<file path="config.mk">
export PLATFORM = sky130hd
export DESIGN_NAME = uart_tx_arbiter
export DESIGN_NICKNAME = d
export VERILOG_FILES = /design/src/rtl/uart_tx_arbiter.sv
export SDC_FILE = /design/constraint.sdc
export NUM_CORES = 1
export LEC_CHECK = 0
export BUFFER_PORTS_ARGS = -buffer_cell sky130_fd_sc_hd__buf_2
export CORE_UTILIZATION = 48
export CTS_CLUSTER_DIAMETER = 150
export DETAILED_ROUTE_END_ITERATION = 8
export PLACE_DENSITY = 0.79
export SETUP_SLACK_MARGIN = 0.2
export SLEW_MARGIN = 20
export SYNTH_ARGS = -nofsm -noshare
export SYNTH_HDL_FRONTEND = slang
export SYNTH_SLANG_ARGS = --single-unit
</file>
<file path="constraint.sdc">
create_clock -name clk -period 2.1 [get_ports clk]
set_input_delay 0.42 -clock clk [delete_from_list [all_inputs] [get_ports clk]]
set_output_delay 0.42 -clock clk [all_outputs]
set_load 0.05 [all_outputs]
</file>
<file path="src/rtl/uart_tx_arbiter.sv">
// Round-robin arbiter that shares one UART transmitter between NUM_REQ byte producers.
// Sequences each frame through transmit/TxData/tx_busy with an inter-frame gap and ack timeout.
module uart_tx_arbiter #(
  parameter int NUM_REQ     = 4,
  parameter int DATA_W      = 8,
  parameter int GAP_CYCLES  = 2,
  parameter int ACK_TIMEOUT = 16
) (
  input  logic                       clk,
  input  logic                       reset,
  input  logic [NUM_REQ-1:0]         req_valid,
  input  logic [NUM_REQ*DATA_W-1:0]  req_data,
  output logic [NUM_REQ-1:0]         req_ready,
  output logic                       transmit,
  output logic [DATA_W-1:0]          TxData,
  input  logic                       tx_busy,
  output logic [$clog2(NUM_REQ)-1:0] grant_id,
  output logic                       err_timeout
);

  localparam int ID_W    = $clog2(NUM_REQ);
  localparam int CNT_MAX = (ACK_TIMEOUT > GAP_CYCLES) ? ACK_TIMEOUT : GAP_CYCLES;
  localparam int CNT_W   = $clog2(CNT_MAX + 1);

  localparam logic [CNT_W-1:0] ACK_LAST  = CNT_W'(ACK_TIMEOUT - 1);
  localparam logic [CNT_W-1:0] GAP_LAST  = CNT_W'(GAP_CYCLES);
  localparam logic [ID_W:0]    NUM_REQ_W = (ID_W + 1)'(NUM_REQ);
  localparam logic [ID_W-1:0]  LAST_ID   = ID_W'(NUM_REQ - 1);

  typedef enum logic [1:0] {
    IDLE  = 2'd0,
    START = 2'd1,
    BUSY  = 2'd2,
    GAP   = 2'd3
  } state_t;

  // With no gap configured a finished frame returns straight to IDLE.
  localparam state_t POST_FRAME = (GAP_CYCLES == 0) ? IDLE : GAP;

  state_t              state, state_d;
  logic [CNT_W-1:0]    cnt, cnt_d;
  logic [ID_W-1:0]     ptr, ptr_d;
  logic [NUM_REQ-1:0]  ready_d;
  logic                transmit_d;
  logic [DATA_W-1:0]   txdata_d;
  logic [ID_W-1:0]     grant_d;
  logic                err_d;

  logic                pick_found;
  logic [ID_W-1:0]     pick_idx;
  logic [ID_W:0]       cand;
  logic [DATA_W-1:0]   pick_data;

  // Rotating-priority search: first set req_valid bit at or above ptr, wrapping.
  always_comb begin
    pick_found = 1'b0;
    pick_idx   = '0;
    cand       = '0;
    for (int k = 0; k < NUM_REQ; k++) begin
      cand = {1'b0, ptr} + (ID_W + 1)'(k);
      if (cand >= NUM_REQ_W) cand = cand - NUM_REQ_W;
      if (!pick_found && req_valid[cand[ID_W-1:0]]) begin
        pick_found = 1'b1;
        pick_idx   = cand[ID_W-1:0];
      end
    end
  end

  assign pick_data = req_data[pick_idx*DATA_W +: DATA_W];

  always_comb begin
    // NOTE: every signal driven here gets a default first so no path can leave it unassigned (no latch).
    state_d    = state;
    cnt_d      = cnt;
    ptr_d      = ptr;
    ready_d    = '0;
    transmit_d = transmit;
    txdata_d   = TxData;
    grant_d    = grant_id;
    err_d      = 1'b0;

    unique case (state)
      IDLE: begin
        if (pick_found) begin
          ready_d    = NUM_REQ'(1) << pick_idx;
          transmit_d = 1'b1;
          txdata_d   = pick_data;
          grant_d    = pick_idx;
          ptr_d      = (pick_idx == LAST_ID) ? '0 : pick_idx + 1'b1;
          cnt_d      = '0;
          state_d    = START;
        end
      end

      START: begin
        // An acknowledge on the same edge as the timeout takes precedence.
        if (tx_busy) begin
          transmit_d = 1'b0;
          state_d    = BUSY;
        end else if (cnt == ACK_LAST) begin
          transmit_d = 1'b0;
          err_d      = 1'b1;
          cnt_d      = '0;
          state_d    = POST_FRAME;
        end else begin
          cnt_d = cnt + 1'b1;
        end
      end

      BUSY: begin
        if (!tx_busy) begin
          cnt_d   = '0;
          state_d = POST_FRAME;
        end
      end

      GAP: begin
        if (cnt == GAP_LAST) state_d = IDLE;
        else                 cnt_d   = cnt + 1'b1;
      end

      default: state_d = IDLE;
    endcase
  end

  // NOTE: sequential state uses non-blocking assignments so all registers update together at the edge.
  always_ff @(posedge clk) begin
    if (reset) begin
      state       <= IDLE;
      cnt         <= '0;
      ptr         <= '0;
      req_ready   <= '0;
      transmit    <= 1'b0;
      TxData      <= '0;
      grant_id    <= '0;
      err_timeout <= 1'b0;
    end else begin
      state       <= state_d;
      cnt         <= cnt_d;
      ptr         <= ptr_d;
      req_ready   <= ready_d;
      transmit    <= transmit_d;
      TxData      <= txdata_d;
      grant_id    <= grant_d;
      err_timeout <= err_d;
    end
  end

endmodule

</file>
==> tab_implementation.tex <==
\begin{tabular}{lr}
\hline
Metric & Value \\
\hline
\multicolumn{2}{l}{\textbf{STA}} \\
\quad Measured slew at the worst slew-check pin & approximately 0.46 ns \\
\quad Aggregate negative setup slack & 0 ns \\
\quad Final critical delay including setup and external delays & about 1.8 ns \\
\quad Unrepaired setup endpoints after global routing & false \\
\quad Final Hold Violating Endpoints & 0 \\
\quad Final setup vio count & 0 \\
\quad Crit share post-route & $\sim$84\% \\
\quad Final setup skew & $\sim$0.012 ns \\
\quad Max Transition Viols Final & 0 \\
\quad Maximum clock rate & between 500 and 600 MHz \\
\quad Headroom to the max-slew limit & 69.0\% \\
\multicolumn{2}{l}{\textbf{Synthesis}} \\
\quad Total of warnings raised by yosys & 0 \\
\quad Post-Synth XOR/XNOR Area & about 1.2\% \\
\quad Post-synthesis cell count & about 150 \\
\quad Per-instance average area after synthesis & approximately 9.5 µm² \\
\quad Adder-cell area share of the yosys netlist & 7.82\% \\
\quad Synth Register Bits & 25 \\
\quad Largest family of logic cells by synthesized area & simple AND/OR/NAND/NOR gates \\
\quad Most numerous cell in the Yosys netlist & dfxtp\_1 \\
\quad Synthesized netlist net count & 200 \\
\quad Portion of the post-synthesis area used by sequential elements & 34.8\% \\
\quad Mux share of post-synthesis cell area & $\sim$15\% \\
\quad Prevailing post-synth register cell & dfxtp\_1 \\
\quad Commonest cells post-synth & dfxtp\_1 (25), mux2i\_1 (21), nor2\_1 (20) \\
\quad Complex-gate fraction of the synthesized area & between 15 and 20\% \\
\quad Post-synth ARST share & 0\% \\
\quad Leading post-synthesis cells by cell area & dfxtp\_1 (35\%), mux2i\_1 (15\%), ha\_1 (7.8\%), nor2\_1 (5.2\%), o221ai\_1 (4.9\%) \\
\quad Synthesized-area fraction occupied by and/or/nand/nor cells & a little under a fifth \\
\quad Synth cell types & 39 \\
\quad Proportion of netlist area held by the largest area contributor & a little over a third \\
\quad Number of enable flip-flop cells after synthesis & 0 \\
\quad Post-Synthesis Cell Area & 1440 µm² \\
\quad Cell accounting for the most synthesized area & dfxtp\_1 \\
\multicolumn{2}{l}{\textbf{Floorplan}} \\
\quad Chip height & 56.8 µm \\
\quad Initial Util & 51.3\% \\
\quad Rows & 19 \\
\quad Width of the die & approximately 57 µm \\
\quad Placeable Area & approximately 2800 µm² \\
\quad Die area & 3220 µm² \\
\quad Number of top-level design ports & 55 \\
\multicolumn{2}{l}{\textbf{Setup path}} \\
\quad Category of cells accounting for the largest share of critical-path delay & compound AO/OA/AOI/OAI gates \\
\quad Setup Crit Path Kind & flip-flop to flip-flop \\
\quad Kind of start point of the critical path & flip-flop \\
\quad Data arrival time at the worst-slack endpoint & $\sim$2 ns \\
\quad Cell with the largest stage delay on the worst path & dfxtp\_2 \\
\quad Peak per-stage delay on the critical path & 0.40 ns \\
\quad CP Max Fanout & 7 \\
\quad List of cells traversed by the critical path & inv\_1, ha\_1, o21a\_1, a221oi\_4, buf\_4, mux2i\_1, nor2\_1 \\
\quad Data required time of the critical path & around 2.3 ns \\
\quad CP Capture Type & flip-flop \\
\quad Worst path bufs/invs & 2 \\
\multicolumn{2}{l}{\textbf{Power and ir drop}} \\
\quad Switching power total & approximately 0.0012 W \\
\quad Power density over the cells & $\sim$1300 nW/µm² \\
\quad Combinational cell fraction of total power & 59.6\% \\
\quad Clock network power share & a little under a tenth \\
\quad Fraction of power consumed by sequential logic & 31.3\% \\
\quad Highest ir drop seen on vdd & 0.792 mV \\
\quad Internal cell power & 0.00122 W \\
\quad Total power & roughly 0.0024 W \\
\quad Sw Share & $\sim$49\% \\
\quad Leakage power & approximately 0.83 nW \\
\multicolumn{2}{l}{\textbf{Detailed routing}} \\
\quad Post-Route WL & just over 3000 µm \\
\quad Vias & between 1000 and 1500 \\
\quad Vias/cell & 5.40 \\
\quad First drt pass iteration count & 6 \\
\quad Detail Route Antenna Nets & 0 \\
\quad Drt first-iter violations & between 50 and 60 \\
\quad Drc violations & 2 \\
\quad Wire length per cell & roughly 13 µm \\
\multicolumn{2}{l}{\textbf{Clock network}} \\
\quad Clock network latency to the later pin of the worst-skew pair & $\sim$0.32 ns \\
\quad Htree depth & 1 \\
\quad Clock input transition at the sequential cells of the worst setup and hold paths & 0.14 ns \\
\quad Maximum root-to-sink buffer count & 2 \\
\quad Number of sinks handled by clock tree synthesis & 25 \\
\quad CTS tree & built \\
\quad Cell at the root of the clock tree & clkbuf\_4 \\
\quad CTS buffer count & 3 \\
\multicolumn{2}{l}{\textbf{Placed design}} \\
\quad HPWL Detailed & about 2400 µm \\
\quad RePlAce Congestion & about 0.75 \\
\quad Count of buffers from port buffering & 54 \\
\multicolumn{2}{l}{\textbf{Finish}} \\
\quad Fraction of final layout cells with drive strength greater than 1 & a little over a third \\
\quad Number of nets in the finished design & 258 \\
\quad Number of fill cells in the layout & 235 \\
\quad Final antenna diode count & 0 \\
\quad Area Overhead vs Synth & 24.1\% \\
\multicolumn{2}{l}{\textbf{Global route}} \\
\quad Vias in the first global route & about 1200 \\
\quad Total routing usage reported by global routing & 19.9\% \\
\quad Largest net degree at the start of global routing & 22 \\
\quad Initial antenna violation count & 0 \\
\quad Wire length of the first global-routing pass & between 5000 and 6000 µm \\
\quad GRT overflow & 0 \\
\multicolumn{2}{l}{\textbf{Status}} \\
\quad Outcome & finished with violations \\
\quad Failing checks & design-rule violations \\
\multicolumn{2}{l}{\textbf{Hold path}} \\
\quad Worst min path class & input port to flip-flop \\
\multicolumn{2}{l}{\textbf{Flow run}} \\
\quad Max Cap Violations & 0 \\
\hline
\end{tabular}
[flip-flops by register name, indices dropped and copies added, names as in the netlist]
register,cells
grant_id,2
state,2
cnt,5
err_timeout,1
req_ready,4
TxData,8
transmit,1
ptr,2
[layout by cell type (no fill, tap or decap), types with 4 or more instances in the layout]
cell	Yosys	layout
mux2i_1	21	21
buf_2	1	54
o221ai_1	8	8
ha_1	9	9
inv_1	8	8
nand2_1	12	12
nor2_1	20	20
nand2b_1	4	4
dfxtp_1	25	22
a21oi_1	11	11
[power by group through the flow]
| stage | Clock (W) | Combinational [W] | Sequential (W) |
|---|---|---|---|
| floorplan | 0 | 0.000746 | 0.00113 |
| global placement | 0 | 0.00138 | 0.000748 |
| detailed placement | 0 | 0.00142 | 0.000756 |
| CTS | 0.000224 | 0.00142 | 0.000745 |
| global route | 0.000243 | 0.00154 | 0.000770 |
| finish | 0.000218 | 0.00143 | 0.000749 |
[timing repair]
action	4_1_cts	5_1_grt
setup buffers	0	1
endpoints found under the hold margin	0	0
resized for setup	0	3
hold buffers	0	0
endpoints found under the setup margin	0	3
[through the flow]
stage / util [%] / hold slack (ns) / cells / instance area, µm² / setup slack [ns]
6_report: 63.7 / 0.400 / 240 / 1790 / 0.331
3_5_place_dp: 62.2 / 0.453 / 235 / 1750 / 0.305
4_1_cts: 63.3 / 0.398 / 239 / 1780 / 0.268
5_1_grt: 63.7 / 0.393 / 240 / 1790 / 0.236
3_3_place_gp: 62.2 / 0.441 / 235 / 1750 / 0.402
2_1_floorplan: - / 0.470 / 152 / 1440 / 0.477
[area by class of cell]
cell class                 instances  area (µm²)  area share [%]
timing repair buffer              58         313            17.5
sequential                        25         504            28.2
clock buffer                       3        22.5            1.26
inverter                           9        33.8            1.89
clock inverter                     1        7.51           0.420
tap                               31        38.8            2.17
multi-input combinational        113         867            48.5
[worst register-to-register path: cells and delay by family (launching register included)]
family	cells	cell delay, ns
buf+inv	2	0.25
flops	1	0.40
mux	1	0.17
fa+ha+maj	1	0.26
simple gates	1	0.05
compound gates	2	0.54
[logic make-up (layout without fill, tap and decap cells)]
group / count (synthesis) / after routing
compound gates: 31 / 31
xor+xnor: 2 / 2
simple gates: 50 / 50
buf+inv: 14 / 71
flops: 25 / 25
fa+ha+maj: 9 / 9
mux: 21 / 21
[per-layer routing]
metal	vias up	track usage (%)	wire [µm]
met5	-	0	0
met2	29	35.7	1550
met3	6	3.00	114
li1	655	-	-
met1	606	24.2	1330
met4	0	6.27	38
[path summary, 6_finish.rpt]
kind	cells after the start	slack, ns	end	from
min	3	0.40	TxData[3]$_SDFFE_PP0P_	req_data[11]
min reg2reg	2	0.48	TxData[5]$_SDFFE_PP0P_	TxData[5]$_SDFFE_PP0P_
max reg2reg	7	0.33	cnt[1]$_SDFFE_PP0P_	state[1]$_SDFFE_PP0P_
max	7	0.33	cnt[1]$_SDFFE_PP0P_	state[1]$_SDFFE_PP0P_
Note: power is estimated with default switching activity, not from simulation.
